`config.mk`:
```
export PLATFORM = sky130hd
export DESIGN_NAME = fetch_stage_flat
export DESIGN_NICKNAME = d
export VERILOG_FILES = /design/src/rtl/fetch_stage_if.sv /design/src/rtl/fetch_stage.sv /design/src/flat_wrapper.sv
export SDC_FILE = /design/constraint.sdc
export NUM_CORES = 1
export LEC_CHECK = 0
export ABC_AREA = 1
export BUFFER_PORTS_ARGS = -buffer_cell sky130_fd_sc_hd__buf_2
export CORE_MARGIN = 5
export CORE_UTILIZATION = 60
export DETAILED_ROUTE_END_ITERATION = 8
export GPL_ROUTABILITY_DRIVEN = 0
export PLACE_DENSITY = 0.94
export SLEW_MARGIN = 30
export SYNTH_ARGS = -nofsm -noshare
export SYNTH_HDL_FRONTEND = slang
export SYNTH_SLANG_ARGS = --single-unit
```
`constraint.sdc`:
```
create_clock -name clk -period 14.8 [get_ports clk]
set_clock_uncertainty 0.1 [all_clocks]
set_input_delay 2.96 -clock clk [delete_from_list [all_inputs] [get_ports clk]]
set_output_delay 2.96 -clock clk [all_outputs]
set_load 0.01 [all_outputs]
```
`src/rtl/fetch_stage_if.sv`:
```
// Instruction-memory bus between the fetch stage (master) and a synchronous
// instruction memory with 1-cycle read latency (slave).
interface fetch_stage_if #(
    parameter int unsigned XLEN = 32
);
    logic [XLEN-1:0] imem_addr;
    logic            imem_en;
    logic [31:0]     imem_rdata;

    modport master (output imem_addr, output imem_en, input imem_rdata);
    modport slave  (input imem_addr, input imem_en, output imem_rdata);
endinterface

```
`src/rtl/fetch_stage.sv`:
```
// RV32I instruction-fetch front end: PC, in-flight read slot, 1-entry skid, IF/ID register.
// Optional macro FETCH_PERF_EN adds stall_cnt / flush_cnt performance counters.
module fetch_stage #(
    parameter int unsigned     XLEN      = 32,
    parameter logic [XLEN-1:0] RESET_PC  = '0,
    parameter logic [31:0]     NOP_INSTR = 32'h0000_0013
) (
    input  logic            clk,
    input  logic            rst,
    input  logic            stall,
    input  logic            flush,
    input  logic [XLEN-1:0] PCTargetE,
    fetch_stage_if.master   imem,
    output logic [31:0]     InstrD,
    output logic [XLEN-1:0] PCD,
    output logic [XLEN-1:0] PCPlus4D,
    output logic            ValidD
`ifdef FETCH_PERF_EN
    ,
    output logic [31:0]     stall_cnt,
    output logic [31:0]     flush_cnt
`endif
);

    logic [XLEN-1:0] PCF;
    logic            f2_valid;
    logic [XLEN-1:0] f2_pc;
    logic            skid_valid;
    logic [31:0]     skid_instr;
    logic [XLEN-1:0] skid_pc;

    logic            src_valid;
    logic [31:0]     src_instr;
    logic [XLEN-1:0] src_pc;

    assign imem.imem_addr = PCF;
    assign imem.imem_en   = !rst && !stall && !flush;

    // The skid always holds an older instruction than the F2 slot, so it wins.
    always_comb begin
        src_valid = 1'b0;
        src_instr = NOP_INSTR;
        src_pc    = '0;
        if (skid_valid) begin
            src_valid = 1'b1;
            src_instr = skid_instr;
            src_pc    = skid_pc;
        end else if (f2_valid) begin
            src_valid = 1'b1;
            src_instr = imem.imem_rdata;
            src_pc    = f2_pc;
        end
    end

    always_ff @(posedge clk) begin
        if (rst) begin
            PCF        <= RESET_PC;
            f2_valid   <= 1'b0;
            skid_valid <= 1'b0;
            InstrD     <= NOP_INSTR;
            PCD        <= '0;
            PCPlus4D   <= '0;
            ValidD     <= 1'b0;
        end else if (flush) begin
            PCF        <= PCTargetE & ~XLEN'(3);
            f2_valid   <= 1'b0;
            skid_valid <= 1'b0;
            InstrD     <= NOP_INSTR;
            PCD        <= '0;
            PCPlus4D   <= '0;
            ValidD     <= 1'b0;
        end else if (stall) begin
            // Data returning during a stall would be lost next cycle; park it.
            if (f2_valid) begin
                skid_valid <= 1'b1;
                skid_instr <= imem.imem_rdata;
                skid_pc    <= f2_pc;
            end
            f2_valid <= 1'b0;
        end else begin
            InstrD     <= src_instr;
            PCD        <= src_pc;
            PCPlus4D   <= src_valid ? src_pc + XLEN'(4) : '0;
            ValidD     <= src_valid;
            f2_pc      <= PCF;
            f2_valid   <= 1'b1;
            PCF        <= PCF + XLEN'(4);
            skid_valid <= 1'b0;
        end
    end

`ifdef FETCH_PERF_EN
    always_ff @(posedge clk) begin
        if (rst) begin
            stall_cnt <= '0;
            flush_cnt <= '0;
        end else begin
            if (flush) flush_cnt <= flush_cnt + 32'd1;
            else if (stall) stall_cnt <= stall_cnt + 32'd1;
        end
    end
`endif

endmodule

```
`src/flat_wrapper.sv`:
```
// flat-port wrapper written by rule: the top's interface ports become plain ports
module fetch_stage_flat 
#(
    parameter int unsigned     XLEN      = 32,
    parameter logic [XLEN-1:0] RESET_PC  = '0,
    parameter logic [31:0]     NOP_INSTR = 32'h0000_0013
)
  (clk, rst, stall, flush, PCTargetE, InstrD, PCD, PCPlus4D, ValidD, imem_imem_addr, imem_imem_en, imem_imem_rdata);
  fetch_stage_if #(.XLEN(XLEN)) imem_i ();
  input  logic clk;
  input  logic rst;
  input  logic stall;
  input  logic flush;
  input  logic [XLEN-1:0] PCTargetE;
  output logic [31:0] InstrD;
  output logic [XLEN-1:0] PCD;
  output logic [XLEN-1:0] PCPlus4D;
  output logic ValidD;
  output wire logic [$bits(imem_i.imem_addr)-1:0] imem_imem_addr;
  output wire logic [$bits(imem_i.imem_en)-1:0] imem_imem_en;
  input wire logic [$bits(imem_i.imem_rdata)-1:0] imem_imem_rdata;
  assign imem_imem_addr = imem_i.imem_addr;
  assign imem_imem_en = imem_i.imem_en;
  assign imem_i.imem_rdata = imem_imem_rdata;
  fetch_stage #(.XLEN(XLEN), .RESET_PC(RESET_PC), .NOP_INSTR(NOP_INSTR)) u_core (.clk(clk), .rst(rst), .stall(stall), .flush(flush), .PCTargetE(PCTargetE), .imem(imem_i), .InstrD(InstrD), .PCD(PCD), .PCPlus4D(PCPlus4D), .ValidD(ValidD));
endmodule
```
# Yosys cells after proc, flatten, opt, wreduce, memory -nomap -nowiden
# Index checks and enable logic that the tools add are counted.
[classes]
add_sub_neg = 2
n_eq_ne = 1
muxes = 10
bitwise_logic = 3
reduce_logical = 9
[ops]
columns = ["operator", "count"]
rows = [
  ["2-to-1 mux 32 bit", 7],
  ["adder 32 x 3 -> 32 bit (second input constant)", 2],
  ["AND reduction 4 bit", 1],
  ["logical NOT 1 bit", 3],
  ["2-to-1 mux 1 bit", 3],
  ["inverter 1 bit", 3],
  ["AND reduction 3 bit", 1],
  ["OR reduction 3 bit", 1],
  ["logical AND 1 bit", 2],
  ["!= test 2 x 1 -> 1 bit (second input constant)", 1],
  ["OR reduction 2 bit", 1],
]
[word_totals]
ff_bits = 227
input_bits = 68
output_inout_bits = 130
wordCells = 36

# Depth between registers and ports, before layout
[depth]
depth_word = 4
mapped_depth = 14

# Least setup slack after synthesis
# OpenSTA, ideal clock, no wires.
[synth_timing]
path_type = "input-to-reg"
startpoint = "input port rst"
endpoint = "register u_core.skid_instr[0], enable pin"
setup_time_ns = 0.483
t_arrival_ns = 6.512
setup_slack_ns = 7.705
stages = 7
n_path_buf = 2
path_cell_list = "buf_2 -> nor2_4 -> inv_1 -> nor2_1 -> buf_2 -> inv_1 -> nor2_1"
[synth_via]
elab_chain_cells = 2
[synth_rtl]
columns = ["item", "line_no", "source"]
rows = [
  ["start: declaration", "flat_wrapper.sv:11", "input logic rst;"],
  ["inverter 1 bit (no line)", "-", ""],
  ["AND reduction 4 bit (no line)", "-", ""],
  ["end signal: assignment", "fetch_stage.sv:76", "skid_instr <= imem.imem_rdata;"],
  ["end: declaration", "fetch_stage.sv:29", "logic [31:0] skid_instr;"],
]
# Every way passes these cells.
# A chain may end at the register's enable or synchronous reset.

# Final worst setup path
[layout_timing]
startpoint = "input port flush"
endpoint = "output port imem_imem_en"
[layout_via]
elab_chain_cells = 2
[layout_rtl]
columns = ["item", "line_no", "source"]
rows = [
  ["start: declaration", "flat_wrapper.sv:13", "input logic flush;"],
  ["logical NOT 1 bit", "fetch_stage.sv:37", "assign imem.imem_en = !rst && !stall && !flush;"],
  ["logical AND 1 bit", "fetch_stage.sv:37", ""],
  ["end: declaration", "flat_wrapper.sv:20", "output wire logic [$bits(imem_i.imem_en)-1:0] imem_imem_en;"],
]
# Every way passes these cells.

==> flow_summary.yaml <==
cells_and_area:
  drive_gt1_frac: 0.221
  nNetsFinal: 1421
  syn2layout_area_growth_pct: 17.6
  fin_area_um2: 11600
  n_fill_cell: 1218
worst_setup_path:
  path_class: "in2out"
  setup.worst_path.end_class: "output pin"
  required_ns: 11.74
  start_kind: "input port"
  worstPathArrival_ns: 4.56
  path_max_fanout: 35
worst_hold_path:
  hp-class: "reg2reg"
grt:
  grt_pass1_vias: 8376
  grt_usage: 0.253
  gr-total-overflow: 0
  grt_pass1_wl_mm: 41.0
  grt_max_degree: 63
  antenna_found_initial: 1
  met3_usage: 0.0494
  use_met2: 0.415
  busiest_layer: "met2"
  grtUsageMet1: 0.335
clock_network:
  postCtsSetupBuffers: 0
  htreeDepth: 1
  root_buffer: "clkbuf_16"
  hold_buffers: 0
  cts_resized: 0
  clk_latency_ns: 0.51
  tritoncts: "yes"
  cts_buffers: 22
  cts_sinks: 217
  clockBufferDepth: 3
  clk_pin_slew_ns: 0.06
synth:
  yosysUniqueCellTypes: 43
  synth.avg_cell_area_um2: 8.37
  yosys.area.top_type: "edfxtp_1"
  synth_top_area_frac: 0.279
  synth.area.top_cells: "edfxtp_1, dfxtp_1, nand2_1, o21ai_0, a21oi_1"
  synthesis.instances: 1182
  synth_seq_cells: 217
  synth_seq_area_share: 0.532
  synth_warnings: 0
  syn_area_um2: 9900
floorplanning:
  ios: 198
  core_um2: 16400
  placementRows: 47
  die_h_um: 138
  start_util: 0.603
  die-area_um2: 19200
  die_x_um: 138
sta:
  setup_viol: 0
  slew_violations: 0
  fmax_mhz: 131
  max_slew.worst_pin.slew_ns: 0.978
  fin_crit_sh: 0.515
  tns_ns: 0
  min_period_ns: 7.62
  rsz0062_at_grt: "no"
  maxSlewHeadroom: 0.347
  finalHoldViolCount: 0
power_and_ir_drop:
  p_per_area_nw_per_um2: 112
  vdd_drop_max_mv: 0.0837
  p_leak_nw: 4.88
outcome:
  status: "finished clean"
routing:
  drtAntennaViolNets: 0
  drt-total-wl_mm: 25.5
  vias: 8852
  drtIter0Drc: 776
  drc: 0
  vias_per_cell: 5.58
  firstDrtPassIters: 5
  wl_per_cell_um: 16.1
placed_design:
  dpl_cell_area_um2: 10900
  port_buffers: 189
  place_hpwl_mm: 17.7
job:
  max-cap-violations: 0
[per-layer routing]
metal  wire length [µm]  part of all wire  vias up
li1                   -                 -     4225
met1              10200              0.40     4003
met2              11800              0.46      524
met3               2380             0.094      100
met4               1150             0.045        0
met5                  0                 0        -
[registers in the layout (all words and copies together) (netlist names)]
name	cells
u_core.imem.imem_addr	30
u_core.PCD	30
u_core.f2_valid	1
u_core.ValidD	1
u_core.InstrD	32
u_core.skid_pc	30
u_core.skid_valid	1
u_core.f2_pc	30
u_core.PCPlus4D	30
u_core.skid_instr	32
[worst paths after layout]
check | slack [ns] | endpoint | depth (start not counted) | startpoint
setup / recovery | 7.18 | imem_imem_en | 5 | flush
hold / removal | 0.35 | u_core.PCPlus4D[12]$_SDFFE_PN0N_ | 2 | u_core.PCPlus4D[12]$_SDFFE_PN0N_
setup reg to reg | 11.37 | u_core.PCPlus4D[24]$_SDFFE_PN0N_ | 14 | u_core.f2_valid$_SDFF_PN0_
hold reg to reg | 0.35 | u_core.PCPlus4D[12]$_SDFFE_PN0N_ | 2 | u_core.PCPlus4D[12]$_SDFFE_PN0N_
[report_power, final]
group	internal [mW]	switching, mW	leakage (nW)
sequential	0.636	0.0143	1.85
combinational	0.0276	0.0510	2.65
clock	0.347	0.227	0.374
[cells in the mapped netlist (all sizes together)]
cell type and number:
nand2 375, nand3b 2, a21oi 92, nand4 7, o221ai 3, dfxtp 125, a21boi 1, o21ai 108
conb 1, o211ai 1, o22ai 1, o31ai 1, xnor2 3, a32o 2, inv 81, xor2 16
nor2 130, a31oi 11, buf 31, nor3 11, a22o 6, edfxtp 92, nand3 54, a22oi 1
ha 2, clkbuf 25
[per-stage QoR]
| step | worst slack (ns) | power, mW | instances | hold slack, ns | util |
|---|---|---|---|---|---|
| floorplan | 7.70 | 0.708 | 1187 | 0.327 | - |
| global placement | 7.22 | 0.737 | 1546 | 0.331 | 0.662 |
| detailed placement | 7.22 | 0.740 | 1546 | 0.335 | 0.662 |
| CTS | 7.20 | 1.30 | 1585 | 0.349 | 0.708 |
| global route | 7.04 | 1.35 | 1587 | 0.371 | 0.710 |
| finish | 7.18 | 1.30 | 1587 | 0.348 | 0.710 |
[logic make-up (layout without fill, tap and decap cells)]
| family | Yosys count | count (layout) | synth area share |
|---|---|---|---|
| adders and majority gates | 2 | 2 | 0.00253 |
| xor gates and xnor gates | 19 | 19 | 0.0168 |
| and+or+nand+nor | 579 | 579 | 0.253 |
| AOI/OAI and AO/OA | 227 | 227 | 0.129 |
| buffers and inverters | 137 | 316 | 0.0662 |
| other | 1 | 7 | 0.000379 |
| DFF | 217 | 217 | 0.532 |
[layout make-up]
class	count	area, µm²	share of cell area
Clock buffer	30	621	0.0533
Clock inverter	9	135	0.0116
Inverter	81	312	0.0268
Sequential cell	217	5270	0.453
Antenna cell	1	2.50	0.000215
Multi-Input combinational cell	833	4010	0.344
Timing Repair Buffer	196	1020	0.0875
Tap cell	220	275	0.0236
[critical path: stages]
cell and delay [ns]:
buf_2 0.29, nor2_4 0.69, inv_1 0.29, nor2_1 0.14
buf_2 0.16
[placed cells by master (no fill, tap or decap), types with 8 or more instances in the layout]
cell type  synthesis  final
nor3_1            11     11
nor2_1           107    105
xor2_1            16     16
nor2_2            11     11
nor2_4            11     13
nand3_1           50     50
buf_2             13    189
inv_1             76     76
clkbuf_16          0     22
o21ai_0           92     92
nand2_2           21     21
nand2_1          354    354
edfxtp_1          92     92
a31oi_1           11     11
a21oi_2            8      8
a21oi_1           81     81
dfxtp_1          125    124
o21ai_1           13     13
(Power assumes the default switching activity.)
